==> src/rtl/sram_rw_port_ctrl.sv <==
// RW0-port initiator for a single-port SRAM macro: zero-fills the array after reset,
// then arbitrates valid/ready write and read channels (write wins) with a 2-entry read response FIFO.
module sram_rw_port_ctrl #(
  parameter int DEPTH  = 2,
  parameter int ADDR_W = 1,
  parameter int DATA_W = 82,
  parameter int MASK_W = 2
) (
  input  logic              clock,
  input  logic              reset,
  output logic              init_done,
  input  logic              w_req_valid,
  output logic              w_req_ready,
  input  logic [ADDR_W-1:0] w_req_addr,
  input  logic [MASK_W-1:0] w_req_mask,
  input  logic [DATA_W-1:0] w_req_data,
  input  logic              r_req_valid,
  output logic              r_req_ready,
  input  logic [ADDR_W-1:0] r_req_addr,
  output logic              r_resp_valid,
  input  logic              r_resp_ready,
  output logic [DATA_W-1:0] r_resp_data,
  output logic              sram_en,
  output logic              sram_wmode,
  output logic [ADDR_W-1:0] sram_addr,
  output logic [MASK_W-1:0] sram_wmask,
  output logic [DATA_W-1:0] sram_wdata,
  input  logic [DATA_W-1:0] sram_rdata
);

  typedef enum logic [1:0] {
    RST_WAIT,
    INIT,
    RUN
  } state_t;

  state_t            state, state_next;
  logic [ADDR_W-1:0] init_cnt;
  logic              inflight;
  logic [DATA_W-1:0] fifo_mem [2];
  logic              rd_ptr, wr_ptr;
  logic [1:0]        fifo_count;
  logic              w_fire, r_fire, push, pop;
  logic [2:0]        occupancy;

  always_comb begin
    state_next = state;
    case (state)
      RST_WAIT: state_next = INIT;
      INIT:     if (init_cnt == ADDR_W'(DEPTH - 1)) state_next = RUN;
      RUN:      state_next = RUN;
      default:  state_next = RST_WAIT;
    endcase
  end

  assign init_done    = (state == RUN);
  assign r_resp_valid = (fifo_count != 2'd0);
  assign pop          = r_resp_valid && r_resp_ready;
  assign push         = inflight;

  // A read is only accepted if its response has a guaranteed FIFO slot,
  // counting the read already in flight and any entry leaving this cycle.
  assign occupancy   = 3'(inflight) + 3'(fifo_count) - 3'(pop);
  assign w_req_ready = init_done;
  assign r_req_ready = init_done && !w_req_valid && (occupancy < 3'd2);
  assign w_fire      = w_req_valid && w_req_ready;
  assign r_fire      = r_req_valid && r_req_ready;

  assign r_resp_data = r_resp_valid ? fifo_mem[rd_ptr] : '0;

  always_comb begin
    sram_en    = 1'b0;
    sram_wmode = 1'b0;
    sram_addr  = '0;
    sram_wmask = '0;
    sram_wdata = '0;
    if (state == INIT) begin
      sram_en    = 1'b1;
      sram_wmode = 1'b1;
      sram_addr  = init_cnt;
      sram_wmask = '1;
    end else if (w_fire) begin
      sram_en    = 1'b1;
      sram_wmode = 1'b1;
      sram_addr  = w_req_addr;
      sram_wmask = w_req_mask;
      sram_wdata = w_req_data;
    end else if (r_fire) begin
      sram_en    = 1'b1;
      sram_addr  = r_req_addr;
    end
  end

  always_ff @(posedge clock or posedge reset) begin
    if (reset) begin
      state      <= RST_WAIT;
      init_cnt   <= '0;
      inflight   <= 1'b0;
      rd_ptr     <= 1'b0;
      wr_ptr     <= 1'b0;
      fifo_count <= 2'd0;
    end else begin
      state      <= state_next;
      init_cnt   <= (state == INIT) ? init_cnt + ADDR_W'(1) : '0;
      inflight   <= r_fire;
      if (push) wr_ptr <= ~wr_ptr;
      if (pop)  rd_ptr <= ~rd_ptr;
      fifo_count <= fifo_count + 2'(push) - 2'(pop);
    end
  end

  // Storage needs no reset: the head is masked to zero while the FIFO is empty.
  always_ff @(posedge clock) begin
    if (push) fifo_mem[wr_ptr] <= sram_rdata;
  end

endmodule

==> config.mk <==
export PLATFORM = sky130hd
export DESIGN_NAME = sram_rw_port_ctrl
export DESIGN_NICKNAME = d
export VERILOG_FILES = /design/src/rtl/sram_rw_port_ctrl.sv
export SDC_FILE = /design/constraint.sdc
export NUM_CORES = 1
export LEC_CHECK = 0
export BUFFER_PORTS_ARGS = -buffer_cell sky130_fd_sc_hd__buf_2
export CELL_PAD_IN_SITES_DETAIL_PLACEMENT = 1
export CELL_PAD_IN_SITES_GLOBAL_PLACEMENT = 2
export CORE_MARGIN = 4
export CORE_UTILIZATION = 32
export DETAILED_ROUTE_END_ITERATION = 16
export PLACE_DENSITY_LB_ADDON = 0.1
export SLEW_MARGIN = 5
export SYNTH_ARGS = -nofsm -noshare
export SYNTH_HDL_FRONTEND = slang
export SYNTH_SLANG_ARGS = --single-unit
==> constraint.sdc <==
create_clock -name clock -period 11.2 [get_ports clock]
set_input_delay 0.56 -clock clock [delete_from_list [all_inputs] [get_ports clock]]
set_output_delay 0.56 -clock clock [all_outputs]
set_load 0.01 [all_outputs]
== Word-level counts from Yosys, hierarchy flattened ==
Memories as Yosys holds them, arrays and structs flattened.
Cells that the tools add are included.
Word-level totals
  register bits after elaboration: 8
  RAM bits: 164
  output and inout port bits: 173
  memories kept: 1
Operators by class
  add/sub/neg operators: 5
  order comparisons: 1
  eq/ne operators: 3
  multiplexer cells: 18
  bitwise gates (word level): 2
  reduce and logical (&&, ||, !) cells: 8
Memories
  fifo_mem: depth 2, bits a word 82, read ports 1, clocked after memory_dff 0, write ports 1, RTL line 40  | logic [DATA_W-1:0] fifo_mem [2];
Operators by type and width (number)
  82-bit 2-to-1 mux: 3
  1-bit 2-to-1 mux: 11
  2-bit 2-to-1 mux: 3
  2-bit case mux with 3 select lines: 1
  1-bit logical AND: 5
  1-bit by 2-bit adder with 3-bit output: 1
  3-bit by 2-bit less-than comparator with 1-bit output, second input constant: 1
  3-bit by 1-bit subtractor with 3-bit output: 1
  2-bit by 1-bit adder with 2-bit output: 1
  2-bit by 1-bit == test with 1-bit output, second input constant: 1
  2-bit == test, second input constant: 1
  2-bit logical NOT: 1
  2-bit inequality test, second input constant: 1
  1-bit NOT: 2
  2-bit nonzero test: 1
  2-bit by 1-bit subtractor with 2-bit output: 1
  1-bit adder, second input constant: 1
  1-bit logical NOT: 1

== Depth between registers and ports, before layout ==
  depth in word-level cells: 9
  gate-level depth with buffers: 10

== Least setup slack after synthesis ==
Ideal clock, no wire load.
  path type: register to register
  start: reg wr_ptr
  end: mem fifo_mem[0][0] (enable)
  arrival time: 4038 ps
  data required time: 10667 ps
  setup slack: 6629 ps
  stages on the path, launching flop included: 2
  path buffers: 0
  period minus slack after synthesis: 4571 ps
  cells stage by stage: dfrtp_1 -> nor2b_1
RTL lines
  start: declaration: RTL line 41  | logic rd_ptr, wr_ptr;
  start signal: assignment: RTL line 106  | if (push) wr_ptr <= ~wr_ptr;
  end: declaration: RTL line 40
No word-level cell before the write port.

== Worst setup path in the final report ==
  start: reg fifo_count[1]
  end: out sram_addr
On the way
  word-level cells in the longest chain between the ends: 9
  elaborated cells on any way between the ends: 10
  classes of those cells: add/sub (2); order compare (1); mux (3); reduce/logical (4)
Ends and longest elaborated chain
  start: declaration: RTL line 42  | logic [1:0] fifo_count;
  start signal: assignment: RTL line 108  | fifo_count <= fifo_count + 2'(push) - 2'(pop);
  2-bit nonzero test: RTL line 57  | assign r_resp_valid = (fifo_count != 2'd0);
  1-bit logical AND: RTL line 58  | assign pop = r_resp_valid && r_resp_ready;
  net pop: RTL line 43  | logic w_fire, r_fire, push, pop;
  3-bit by 1-bit subtractor with 3-bit output: RTL line 63  | assign occupancy = 3'(inflight) + 3'(fifo_count) - 3'(pop);
  net occupancy[1]: RTL line 44  | logic [2:0] occupancy;
  3-bit by 2-bit less-than comparator with 1-bit output: RTL line 65  | assign r_req_ready = init_done && !w_req_valid && (occupancy < 3'd2);
  1-bit logical AND: RTL line 65
  1-bit logical AND: RTL line 67  | assign r_fire = r_req_valid && r_req_ready;
  1-bit 2-to-1 mux: RTL line 88  | end else if (r_fire) begin
  1-bit 2-to-1 mux: RTL line 82  | end else if (w_fire) begin
  1-bit 2-to-1 mux: RTL line 77  | if (state == INIT) begin
  end: declaration: RTL line 25  | output logic [ADDR_W-1:0] sram_addr,
The timed path passes the listed nets, and every way through them passes these cells.

==> results.md <==
- Die Span X: between 150 and 200 um
- RR Endpoint: inflight
- Syn Inst Count: ~480
- Drt initial violations: about 190
- DR WL/cell: 19.8 um
- #FFs+latches synth: between 150 and 200
- Skew final: between 0.007 and 0.008 ns
- Final antenna-violating net count: 0
- H-tree depth: 4
- Hold-fix buffer count after cts: 0
- Vias in the first global route: 5,419
- Pre-CTS setup slack: between 7 and 8 ns
- Routed vias/inst: roughly 4.6
- Hold Path Class: in -> async
- CTS sink cnt: 172
- Core area: 22,100 um2
- Final hold violation count: 0
- Setup Fix Bufs, Post-CTS: 0
- Initial core utilization: between 30% and 40%
- CP Max Fanout: slightly above 80
- Slew @ Worst Pin: about 1.0 ns
- Die ar.: 25,200 um2
- Post-DP Area: approximately 9000 um2
- Synth top area cells: edfxtp_1 68%, mux2i_1 11%, and2_1 5.2%
- Slew margin rel.: around 34%
- Peak Freq: 0.238 GHz
- Post-synthesis sequential area ratio: 70.5%
- R2R depth: 11
- Period Utilization, post-route: a little under two fifths
- Detailed placement HPWL: between 15 and 20 mm
- Remaining Overflow, GRT: 0
- Crit path required time: ~11 ns
- Cell Area, Synth: a little over 7000 um2
- DR DRC count: 0
- Reg2reg start: fifo_count[1]
- Max-cap violation count: 0
- First-pass GRT wire length: around 32 mm
- Area delta synth->final: 36.2%
- Status: completed
- RSZ-0062 raised after global routing: false
- Layout Utilization: between 40% and 50%
- Die height: approximately 160 um
- IO Pins: between 300 and 400
- Crit end category: output port
- # port buffers: roughly 350
- Layout cell share with drive strength beyond 1: between 40 and 50%
- Leak pwr: between 0.004 and 0.005 uW
- CP arrival: between 3 and 4 ns
- Area share of the largest cell type after synthesis: 67.8%
- Max VDD drop: approximately 0.1 mV
- Placer Congestion: between 0.8 and 0.9
- Post-CTS Resized: 0
- Final Cell Area: around 9900 um2
- Clk_lat worst skew: 0.42 ns
- Synth cell count leaders: 164 x edfxtp_1, 83 x nor2_1, 82 x mux2i_1
- Startpoint Class: flip-flop
- CTS max path bufs: 2
- Synthesis Warnings: 0
- CTS clk-pin slew, worst paths: 0.06 ns
- Minimum clock period: 4.20 ns
- Crit Path Class: reg -> out
- PwrDens: 223 nW/um2
- Syn Nets: 661
- Gr usage total: between 10% and 20%
- Inserted Clock Buffers: 17
- Routed WL: between 20 and 25 mm
- CTS tree: done
- R2r setup slk: 8.13 ns
- Crit path from: fifo_count[1]
- Largest net degree at the start of global routing: between 80 and 90
- Post-synthesis average cell area: ~15 um2
- Post-synth EDFFs: 164
- Post-synth top area cell: edfxtp_1
- Vias: 5,127
- Unique masters post-synth: 26
- Clock root cell: clkbuf_16
- Async set-reset flop share out of synthesis: under 10%
- Setup violations, final: 0
- Slew Viols, Final: 0
- Sum Neg Setup Slack: 0 ns
- Nets@finish: between 1,000 and 1,500
- Top FF cell, synth: edfxtp_1
- Count leader, synth: edfxtp_1
- Pre-antenna DRT Iters: 4
- Final worst slack: 7.00 ns
- Initial antenna violation count: 10
- Rows: 54
[cell type report]
cell class	instances	area, um2
multi-input cells	274	1940
well taps	280	350
flip-flops and latches	172	5130
diodes	8	20.0
repair buffers	351	1780
clock inverters	13	213
clock buffers	18	429
fillers	2389	12200
inverters	9	33.8
[placed cells by master (no fill, tap or decap), types with 2 or more instances in the layout]
cell	n
diode_2	8
inv_1	9
and2_1	59
dfrtp_1	7
xor2_1	3
buf_2	345
and2_2	25
ha_1	5
mux2i_1	82
mux2_2	2
clkbuf_16	17
nor2_4	2
inv_6	3
edfxtp_1	164
a31o_2	2
nor2_1	82
nand2b_1	2
bufinv_16	5
buf_4	5
[power by group]
group	internal (uW)	switching [uW]
clock network	397	242
logic	292	416
registers	796	63.4
total	1490	722
[worst max-delay path by stage]
stage / cells after the start / to / slack, ns
floorplan: 1 / fifo_mem[0][0] / 6.63
global placement: 12 / sram_addr / 7.41
detailed placement: 12 / sram_addr / 7.33
CTS: 12 / sram_addr / 6.86
global route: 12 / sram_addr / 6.73
finish: 12 / sram_addr / 7.00
[metrics by stage]
stage                     total power, uW  instances  hold WS, ns
after floorplan                      1310        482        0.376
after global placement               1590       1085        0.519
after detailed placement             1600       1085        0.537
after CTS                            2250       1116       0.0793
after global routing                 2340       1123        0.103
final                                2210       1125       0.0908
[flip-flops by register name (all words and copies together) (netlist names)]
signal / cells
init_cnt: 1
fifo_count: 2
state: 2
inflight: 1
rd_ptr: 1
fifo_mem: 164
wr_ptr: 1
[routing by layer]
layer	up-vias	GRT usage, %	part of all wire, %	routed length [um]
li1	2395	-	-	-
met2	204	31.5	54	12100
met3	28	5.11	7.8	1730
met4	6	5.52	1.4	319
met5	-	0	0.15	34
met1	2494	18.3	36	8070
[kinds of logic after synthesis]
kind of cell               share of synthesized area (%)
xor gates and xnor gates                           0.362
adders and majority gates                           1.14
muxes                                               11.6
AOI/OAI and AO/OA                                  0.413
DFF                                                 70.5
buffers and inverters                               3.00
and+or+nand+nor                                     12.9
[worst max-delay path: stages, from the launching register on]
cell     delay, ns
dfrtp_1       0.43
nor2_4        0.09
buf_4         0.66
inv_1         0.13
and2_1        0.22
ha_1          0.27
inv_1         0.04
ha_1          0.18
fa_1          0.46
nor3b_1       0.25
nand3_1       0.18
o22ai_1       0.14
buf_2         0.16
(Power assumes the default switching activity.)
